File: config.mk
export PLATFORM = sky130hd
export DESIGN_NAME = pipeline_trace_buffer
export DESIGN_NICKNAME = d
export VERILOG_FILES = /design/src/rtl/pipeline_trace_buffer.sv
export SDC_FILE = /design/constraint.sdc
export NUM_CORES = 2
export LEC_CHECK = 0
export ABC_AREA = 1
export BUFFER_PORTS_ARGS = -buffer_cell sky130_fd_sc_hd__buf_2
export CORE_MARGIN = 1.5
export CORE_UTILIZATION = 25
export CTS_CLUSTER_DIAMETER = 60
export DETAILED_ROUTE_END_ITERATION = 8
export PLACE_DENSITY = 0.44
export SLEW_MARGIN = 20
export SYNTH_ARGS = -nofsm -noshare
export SYNTH_HDL_FRONTEND = slang
export SYNTH_SLANG_ARGS = --single-unit
File: constraint.sdc
create_clock -name clk -period 20.6 [get_ports clk]
set_input_delay 4.12 -clock clk [delete_from_list [all_inputs] [get_ports clk]]
set_output_delay 4.12 -clock clk [all_outputs]
set_load 0.02 [all_outputs]
File: src/rtl/pipeline_trace_buffer.sv
// Triggered circular trace buffer for the 5-stage MIPS pipeline probes.
// Captures NUM_CH probe channels on every valid cycle while armed, freezes
// after a programmable trigger plus post-trigger count, then streams the
// captured window oldest-first over a valid/ready port.
module pipeline_trace_buffer #(
  parameter int CH_WIDTH = 32,
  parameter int NUM_CH   = 4,
  parameter int DEPTH    = 16,
  parameter int ADDR_W   = 4
) (
  input  logic                       clk,
  input  logic                       reset,
  input  logic [NUM_CH*CH_WIDTH-1:0] probe_data,
  input  logic                       probe_valid,
  input  logic                       arm,
  input  logic                       abort,
  input  logic [1:0]                 trig_mode,
  input  logic [CH_WIDTH-1:0]        trig_value,
  input  logic [CH_WIDTH-1:0]        trig_mask,
  input  logic [ADDR_W-1:0]          post_count,
  output logic                       rd_valid,
  input  logic                       rd_ready,
  output logic [NUM_CH*CH_WIDTH-1:0] rd_data,
  output logic                       rd_last,
  output logic [ADDR_W-1:0]          trig_index,
  output logic [1:0]                 state,
  output logic                       done
);

  localparam int ENTRY_W = NUM_CH * CH_WIDTH;

  localparam logic [ADDR_W-1:0] PTR_ONE   = 1;
  localparam logic [ADDR_W-1:0] PTR_ZERO  = 0;
  localparam logic [ADDR_W:0]   FILL_ONE  = 1;
  localparam logic [ADDR_W:0]   FILL_TWO  = 2;
  localparam logic [ADDR_W:0]   FILL_ZERO = 0;
  localparam logic [ADDR_W:0]   FILL_FULL = (ADDR_W+1)'(DEPTH);

  typedef enum logic [1:0] {
    ST_IDLE  = 2'b00,
    ST_ARMED = 2'b01,
    ST_POST  = 2'b10,
    ST_READ  = 2'b11
  } state_t;

  state_t                state_q, state_d;
  logic [ADDR_W-1:0]     wr_ptr_q, wr_ptr_d;
  logic [ADDR_W:0]       fill_q, fill_d;
  logic [ADDR_W-1:0]     post_cnt_q, post_cnt_d;
  logic [ADDR_W-1:0]     rd_ptr_q, rd_ptr_d;
  logic [ADDR_W:0]       remaining_q, remaining_d;
  logic                  rd_valid_q, rd_valid_d;
  logic                  rd_last_q, rd_last_d;
  logic [ENTRY_W-1:0]    rd_data_q, rd_data_d;
  logic [ADDR_W-1:0]     trig_index_q, trig_index_d;
  logic                  done_q, done_d;

  // Trigger configuration captured at arm time
  logic [1:0]            trig_mode_q, trig_mode_d;
  logic [CH_WIDTH-1:0]   trig_value_q, trig_value_d;
  logic [CH_WIDTH-1:0]   trig_mask_q, trig_mask_d;
  logic [ADDR_W-1:0]     post_count_q, post_count_d;

  logic [ENTRY_W-1:0]    mem_q [DEPTH];
  logic                  mem_we;

  logic                  match;
  logic                  hit;
  logic [ADDR_W-1:0]     wr_ptr_inc;
  logic [ADDR_W:0]       fill_inc;
  logic [ADDR_W-1:0]     rd_start;
  logic [ADDR_W-1:0]     trig_idx_new;
  logic                  enter_read;

  // Trigger compare on channel 0 and pointer arithmetic for the write in flight
  always_comb begin
    match        = ((probe_data[CH_WIDTH-1:0] & trig_mask_q) == (trig_value_q & trig_mask_q));
    case (trig_mode_q)
      2'b00:   hit = 1'b1;
      2'b10:   hit = !match;
      default: hit = match;
    endcase
    wr_ptr_inc   = wr_ptr_q + PTR_ONE;
    fill_inc     = (fill_q == FILL_FULL) ? fill_q : fill_q + FILL_ONE;
    // Oldest entry of the window once the current sample is written; a full
    // buffer truncates fill to 0 so the start lands on the new wr_ptr.
    rd_start     = wr_ptr_inc - fill_inc[ADDR_W-1:0];
    trig_idx_new = fill_inc[ADDR_W-1:0] - PTR_ONE - post_count_q;
  end

  // Next-state and datapath control for capture and readout
  always_comb begin
    state_d      = state_q;
    wr_ptr_d     = wr_ptr_q;
    fill_d       = fill_q;
    post_cnt_d   = post_cnt_q;
    rd_ptr_d     = rd_ptr_q;
    remaining_d  = remaining_q;
    rd_valid_d   = rd_valid_q;
    rd_last_d    = rd_last_q;
    rd_data_d    = rd_data_q;
    trig_index_d = trig_index_q;
    done_d       = 1'b0;
    trig_mode_d  = trig_mode_q;
    trig_value_d = trig_value_q;
    trig_mask_d  = trig_mask_q;
    post_count_d = post_count_q;
    mem_we       = 1'b0;
    enter_read   = 1'b0;

    case (state_q)
      ST_IDLE: begin
        if (!abort && arm) begin
          state_d      = ST_ARMED;
          wr_ptr_d     = PTR_ZERO;
          fill_d       = FILL_ZERO;
          trig_mode_d  = trig_mode;
          trig_value_d = trig_value;
          trig_mask_d  = trig_mask;
          post_count_d = post_count;
        end
      end
      ST_ARMED: begin
        if (abort) begin
          state_d = ST_IDLE;
        end else if (probe_valid) begin
          mem_we   = 1'b1;
          wr_ptr_d = wr_ptr_inc;
          fill_d   = fill_inc;
          if (hit) begin
            if (post_count_q == PTR_ZERO) begin
              enter_read = 1'b1;
            end else begin
              post_cnt_d = post_count_q;
              state_d    = ST_POST;
            end
          end
        end
      end
      ST_POST: begin
        if (abort) begin
          state_d = ST_IDLE;
        end else if (probe_valid) begin
          mem_we     = 1'b1;
          wr_ptr_d   = wr_ptr_inc;
          fill_d     = fill_inc;
          post_cnt_d = post_cnt_q - PTR_ONE;
          if (post_cnt_q == PTR_ONE) begin
            enter_read = 1'b1;
          end
        end
      end
      ST_READ: begin
        if (abort) begin
          state_d    = ST_IDLE;
          rd_valid_d = 1'b0;
          rd_last_d  = 1'b0;
        end else if (rd_valid_q && rd_ready) begin
          remaining_d = remaining_q - FILL_ONE;
          if (rd_last_q) begin
            state_d    = ST_IDLE;
            rd_valid_d = 1'b0;
            rd_last_d  = 1'b0;
            done_d     = 1'b1;
          end else begin
            rd_ptr_d  = rd_ptr_q + PTR_ONE;
            rd_last_d = (remaining_q == FILL_TWO);
            rd_data_d = mem_q[rd_ptr_q + PTR_ONE];
          end
        end
      end
      default: state_d = ST_IDLE;
    endcase

    // The final write and the first readout fetch share a cycle; when the
    // window's oldest entry is the one being written, bypass the memory.
    if (enter_read) begin
      state_d      = ST_READ;
      rd_ptr_d     = rd_start;
      remaining_d  = fill_inc;
      rd_valid_d   = 1'b1;
      rd_last_d    = (fill_inc == FILL_ONE);
      trig_index_d = trig_idx_new;
      rd_data_d    = (rd_start == wr_ptr_q) ? probe_data : mem_q[rd_start];
    end
  end

  // Control and output registers with asynchronous active-low reset
  always_ff @(posedge clk or negedge reset) begin
    if (!reset) begin
      state_q      <= ST_IDLE;
      wr_ptr_q     <= '0;
      fill_q       <= '0;
      post_cnt_q   <= '0;
      rd_ptr_q     <= '0;
      remaining_q  <= '0;
      rd_valid_q   <= 1'b0;
      rd_last_q    <= 1'b0;
      rd_data_q    <= '0;
      trig_index_q <= '0;
      done_q       <= 1'b0;
      trig_mode_q  <= '0;
      trig_value_q <= '0;
      trig_mask_q  <= '0;
      post_count_q <= '0;
    end else begin
      state_q      <= state_d;
      wr_ptr_q     <= wr_ptr_d;
      fill_q       <= fill_d;
      post_cnt_q   <= post_cnt_d;
      rd_ptr_q     <= rd_ptr_d;
      remaining_q  <= remaining_d;
      rd_valid_q   <= rd_valid_d;
      rd_last_q    <= rd_last_d;
      rd_data_q    <= rd_data_d;
      trig_index_q <= trig_index_d;
      done_q       <= done_d;
      trig_mode_q  <= trig_mode_d;
      trig_value_q <= trig_value_d;
      trig_mask_q  <= trig_mask_d;
      post_count_q <= post_count_d;
    end
  end

  // Trace storage; contents are meaningless until written, so no reset
  always_ff @(posedge clk) begin
    if (mem_we) begin
      mem_q[wr_ptr_q] <= probe_data;
    end
  end

  assign rd_valid   = rd_valid_q;
  assign rd_last    = rd_last_q;
  assign rd_data    = rd_data_q;
  assign trig_index = trig_index_q;
  assign state      = state_q;
  assign done       = done_q;

endmodule

### Yosys cells after proc, flatten, opt, wreduce, memory -nomap -nowiden

Memories as Yosys holds them, arrays and structs flattened.
Index checks and enable logic that the tools add are counted.

| word-level totals | value |
|---|---|
| register bits | 229 |
| output and inout bits | 137 |
| bits in writable memories | 2048 |
| memories | 1 |

| cells by class | value |
|---|---|
| equal/unequal tests | 28 |
| add/sub/neg operators | 8 |
| bitwise operators | 2 |
| mux-type cells | 70 |
| reductions and logical operators | 22 |

Memory list:

| memory | words | width | rd ports | clocked after memory_dff | write ports | line | source |
|---|---|---|---|---|---|---|---|
| mem_q | 16 | 128 | 2 | 0 | 1 | 64 | `logic [ENTRY_W-1:0] mem_q [DEPTH];` |

Operators by type and width:

| cell | number |
|---|---|
| $mux 128 | 6 |
| $and 32x32->32 | 2 |
| $mux 4 | 14 |
| $mux 5 | 8 |
| $eq 32x32->1 | 1 |
| $mux 1 | 26 |
| $mux 2 | 10 |
| $ne 4x4->1 const B | 5 |
| $ne 2x2->1 const B | 8 |
| $pmux 4 s2 | 2 |
| $reduce_and 7->1 | 2 |
| $pmux 5 s2 | 1 |
| $add 4x1->4 const B | 2 |
| $pmux 2 s4 | 1 |
| $reduce_and 4->1 | 2 |
| $reduce_bool 2->1 | 4 |
| $sub 4x1->4 const B | 2 |
| $sub 4x4->4 | 2 |
| $eq 2x2->1 const B | 3 |
| $ne 2x1->1 const B | 3 |
| $ne 3x3->1 const B | 2 |
| $reduce_and 3->1 | 2 |
| $reduce_bool 3->1 | 2 |
| $add 5x1->5 const B | 1 |
| 14 further kinds | 19 |

### Logic depth before layout (Yosys ltp)

| depth | value |
|---|---|
| depth in word-level cells | 10 |
| mapped depth | 20 |
| depth with buffers taken out | 17 |

### Worst setup path after synthesis

No wires, ideal clock.

| timing | value |
|---|---|
| path type | input-to-reg |
| start point | in abort |
| end point | mem mem_q[0][0] (netlist name) (enable) |
| buffers on the path | 0 |
| setup time | 0.617 ns |
| cell stages on the path | 7 |
| path slack | 10.033 ns |
| arrival | 9.950 ns |
| cells stage by stage | clkinv_1 > nand2_1 > inv_1 > nand2_1 > inv_1 > nand2_1 > nor2_1 |

| on the way | value |
|---|---|
| longest elaborated chain between the ends | 4 |

RTL lines:

| item | line | source |
|---|---|---|
| from (decl) | 16 | `input logic abort,` |
| $mux 1 | 141 | `if (abort) begin` |
| $mux 1 | n/a |  |
| $mux 1 | 227 | `if (mem_we) begin` |
| $mux 1 (implied by the code) | 228 | `mem_q[wr_ptr_q] <= probe_data;` |
| to (decl) | 64 |  |

No other way between the ends.

### Worst setup path in the final report

| timing | value |
|---|---|
| start point | in abort |
| end point | mem mem_q[6][66] (netlist name) (enable) |

Same word-level chain as after synthesis.

==> metrics.cfg <==
[run_status]
status=finished clean

[grt]
grt.overflow.total=0
grt_pass1_vias=85600
grt-busiest-layer=met2
track_usage_pct=19.0
grt_pass1_wl_mm=624
use_met1_pct=26.2
use_met3_pct=2.54
antenna_found_initial=64
met2_usage_pct=31.2
grt_max_degree=209

[timing]
clock.fmax_mhz=119
worstMarginPinSlew_ps=1120
slew_violations=0
setup_viol=0
slew_headroom_pct=25.6
rsz0062_at_grt=no
final.period_utilization_pct=40.9
hold_viol=0
finalSetupTns_ps=0
finClkSkew_ps=48.1
min_period_ps=8430

[final_layout]
area_delta_synth_final_pct=14.4
design_area_um2=126000
nets=11100
final_layout_size_suffix_gt1_share_pct=8.82
layout_commonest_cell=o21ai_0
layout_common_cells=2152 x o21ai_0, 2048 x edfxtp_1, 1359 x a21oi_1

[floorplan]
die_area_um2=444000
start_util_pct=25.1
die_w_um=666
io_pins=341
core-area_um2=438000
die_y_um=666
rows=243

[synth]
syn_inst=11000
yosysTopAreaCell=edfxtp_1
synthTopCellsByArea=edfxtp_1 56%, o21ai_0 9.8%, a21oi_1 6.2%
synthesis.nets=11200
ys_ff_latch=2277
synth_area_um2=110000
synth_top_area_share_pct=55.9
yosys_warnings=0
yosys.cell_types.count=45
syn_avg_cell_area_um2=9.98
synth-seq-area-share_pct=61.2
synth_top_flop_cell=edfxtp_1
synth-edff-count=2048
synthArstFlopShare_pct=10.1

[place]
placed_cell_area_um2=117000
gp_congestion=0.748
dp_hpwl_mm=224
numPortBuffers=340

[route]
ant_nets=0
wirelength_mm=436
routedWlPerCell_um=25.8
viasPerCell=5.24
dr.pass1.iters=8
drtIter0Drc=8550
routed-via-count=88400
drcViolationCount=0

[setup_path]
path_delay_family=buffers and inverters
path_cells=buf_2, clkinv_1, nand2_1, inv_1, nand2_1, inv_1, nand2_1, nor2_4, buf_4, buf_4, buf_4, buf_4
critPathLaunch=abort
critPathRequiredTime_ps=21110
critical_path.slowest_cell=buf_4
crit_arrival_ps=8940
r2r_start=fill_q[0]
crit_fanout=33
critPathLaunchType=input pin
crit_path_frequent_cell=buf_4
max_stage_delay_ps=820
cp.depth=12
critPathKind=input pin to flop
r2r_cells=18
endpoint_kind=flop
cp_num_buf_inv=8

[clocking]
cts-htree-levels=5
ctsHoldBuffers=0
cts_root_buffer=clkbuf_16
post_cts_resized=0
clock-sinks=2277
cts-buffers-inserted=284
cts_tree=yes
postCtsSetupRepairBufs=0
cts.reportedPaths.clkPinSlew_ps=60
clock_path_buffers=4
clk_latency_ps=910

[min_path]
min_from=trig_index[0]
hold_path_depth=2
hold_path.class=flop to flop

[job]
cap_viol_max_count=0

state kept, by name, indices dropped and copies added (netlist names):
signal and cells:
trig_mask_q 32, done 1, rd_last 1, post_count_q 4, rd_data 128, rd_valid 1
remaining_q 5, trig_mode_q 2, state 2, fill_q 5, trig_value_q 32, mem_q 2048
rd_ptr_q 4, wr_ptr_q 4, post_cnt_q 4, trig_index 4
area by class of cell:
class	instances	area [µm²]
sequential	2277	67200
clock inverter	122	1200
tap	5757	7200
clock buffer	393	7720
timing repair buffer	515	3290
antenna	30	75.1
fill	45400	312000
multi-input combinational	7006	36000
inverter	780	2990
worst min-delay path, delay by kind of cell, from the launching register on:
family        cells  cell delay, ps
simple gates      2             110
flops             1             340
final timing paths:
check	end	slack [ps]
worst min register to register	trig_index[0]	490
max in group asynchronous	rd_data[77]	15430
worst max-delay path	mem_q[6][66]	12170
worst max register to register	rd_data[66]	13330
worst min-delay path	trig_index[0]	490
min in group asynchronous	trig_index[2]	3140
cell usage after synthesis (all sizes together) (21+ instances only):
master	n
nand3	644
a211oi	24
o21ai	2261
o211ai	528
edfxtp	2048
ha	22
mux2	36
nor2	844
inv	777
o31ai	24
buf	354
o221ai	176
clkbuf	595
dfrtp	229
o22ai	107
a21oi	1359
nand2	893
a31oi	21
routing by layer:
layer	vias up	wire, µm
met1	44400	193000
met5	-	139
met3	646	28100
met4	22	12500
li1	40000	-
met2	3392	202000
logic make-up (layout without fill, tap and decap cells):
family | Yosys count | in the layout | synth area share [%]
AO/OA/AOI/OAI | 4518 | 4518 | 22.7
XOR/XNOR | 18 | 18 | 0.150
adder cells (fa/ha/maj) | 24 | 24 | 0.287
buffers and inverters | 1729 | 1810 | 6.28
flip-flops | 2277 | 2277 | 61.2
multiplexers | 36 | 36 | 0.369
other | 0 | 30 | 0
AND/OR/NAND/NOR | 2410 | 2410 | 9.07
through the flow:
stage | std cells | setup WS [ps] | hold slack [ps] | utilization (%)
floorplan | 11000 | 10030 | 480 | -
global placement | 16300 | 11380 | 466 | 26.7
detailed placement | 16300 | 11300 | 464 | 26.7
CTS | 16900 | 12160 | 491 | 28.7
global route | 16900 | 12040 | 522 | 28.7
finish | 16900 | 12170 | 488 | 28.7
Power is not shown: default switching activity piles up to over one toggle a cycle in this logic, so the estimate is an artifact.
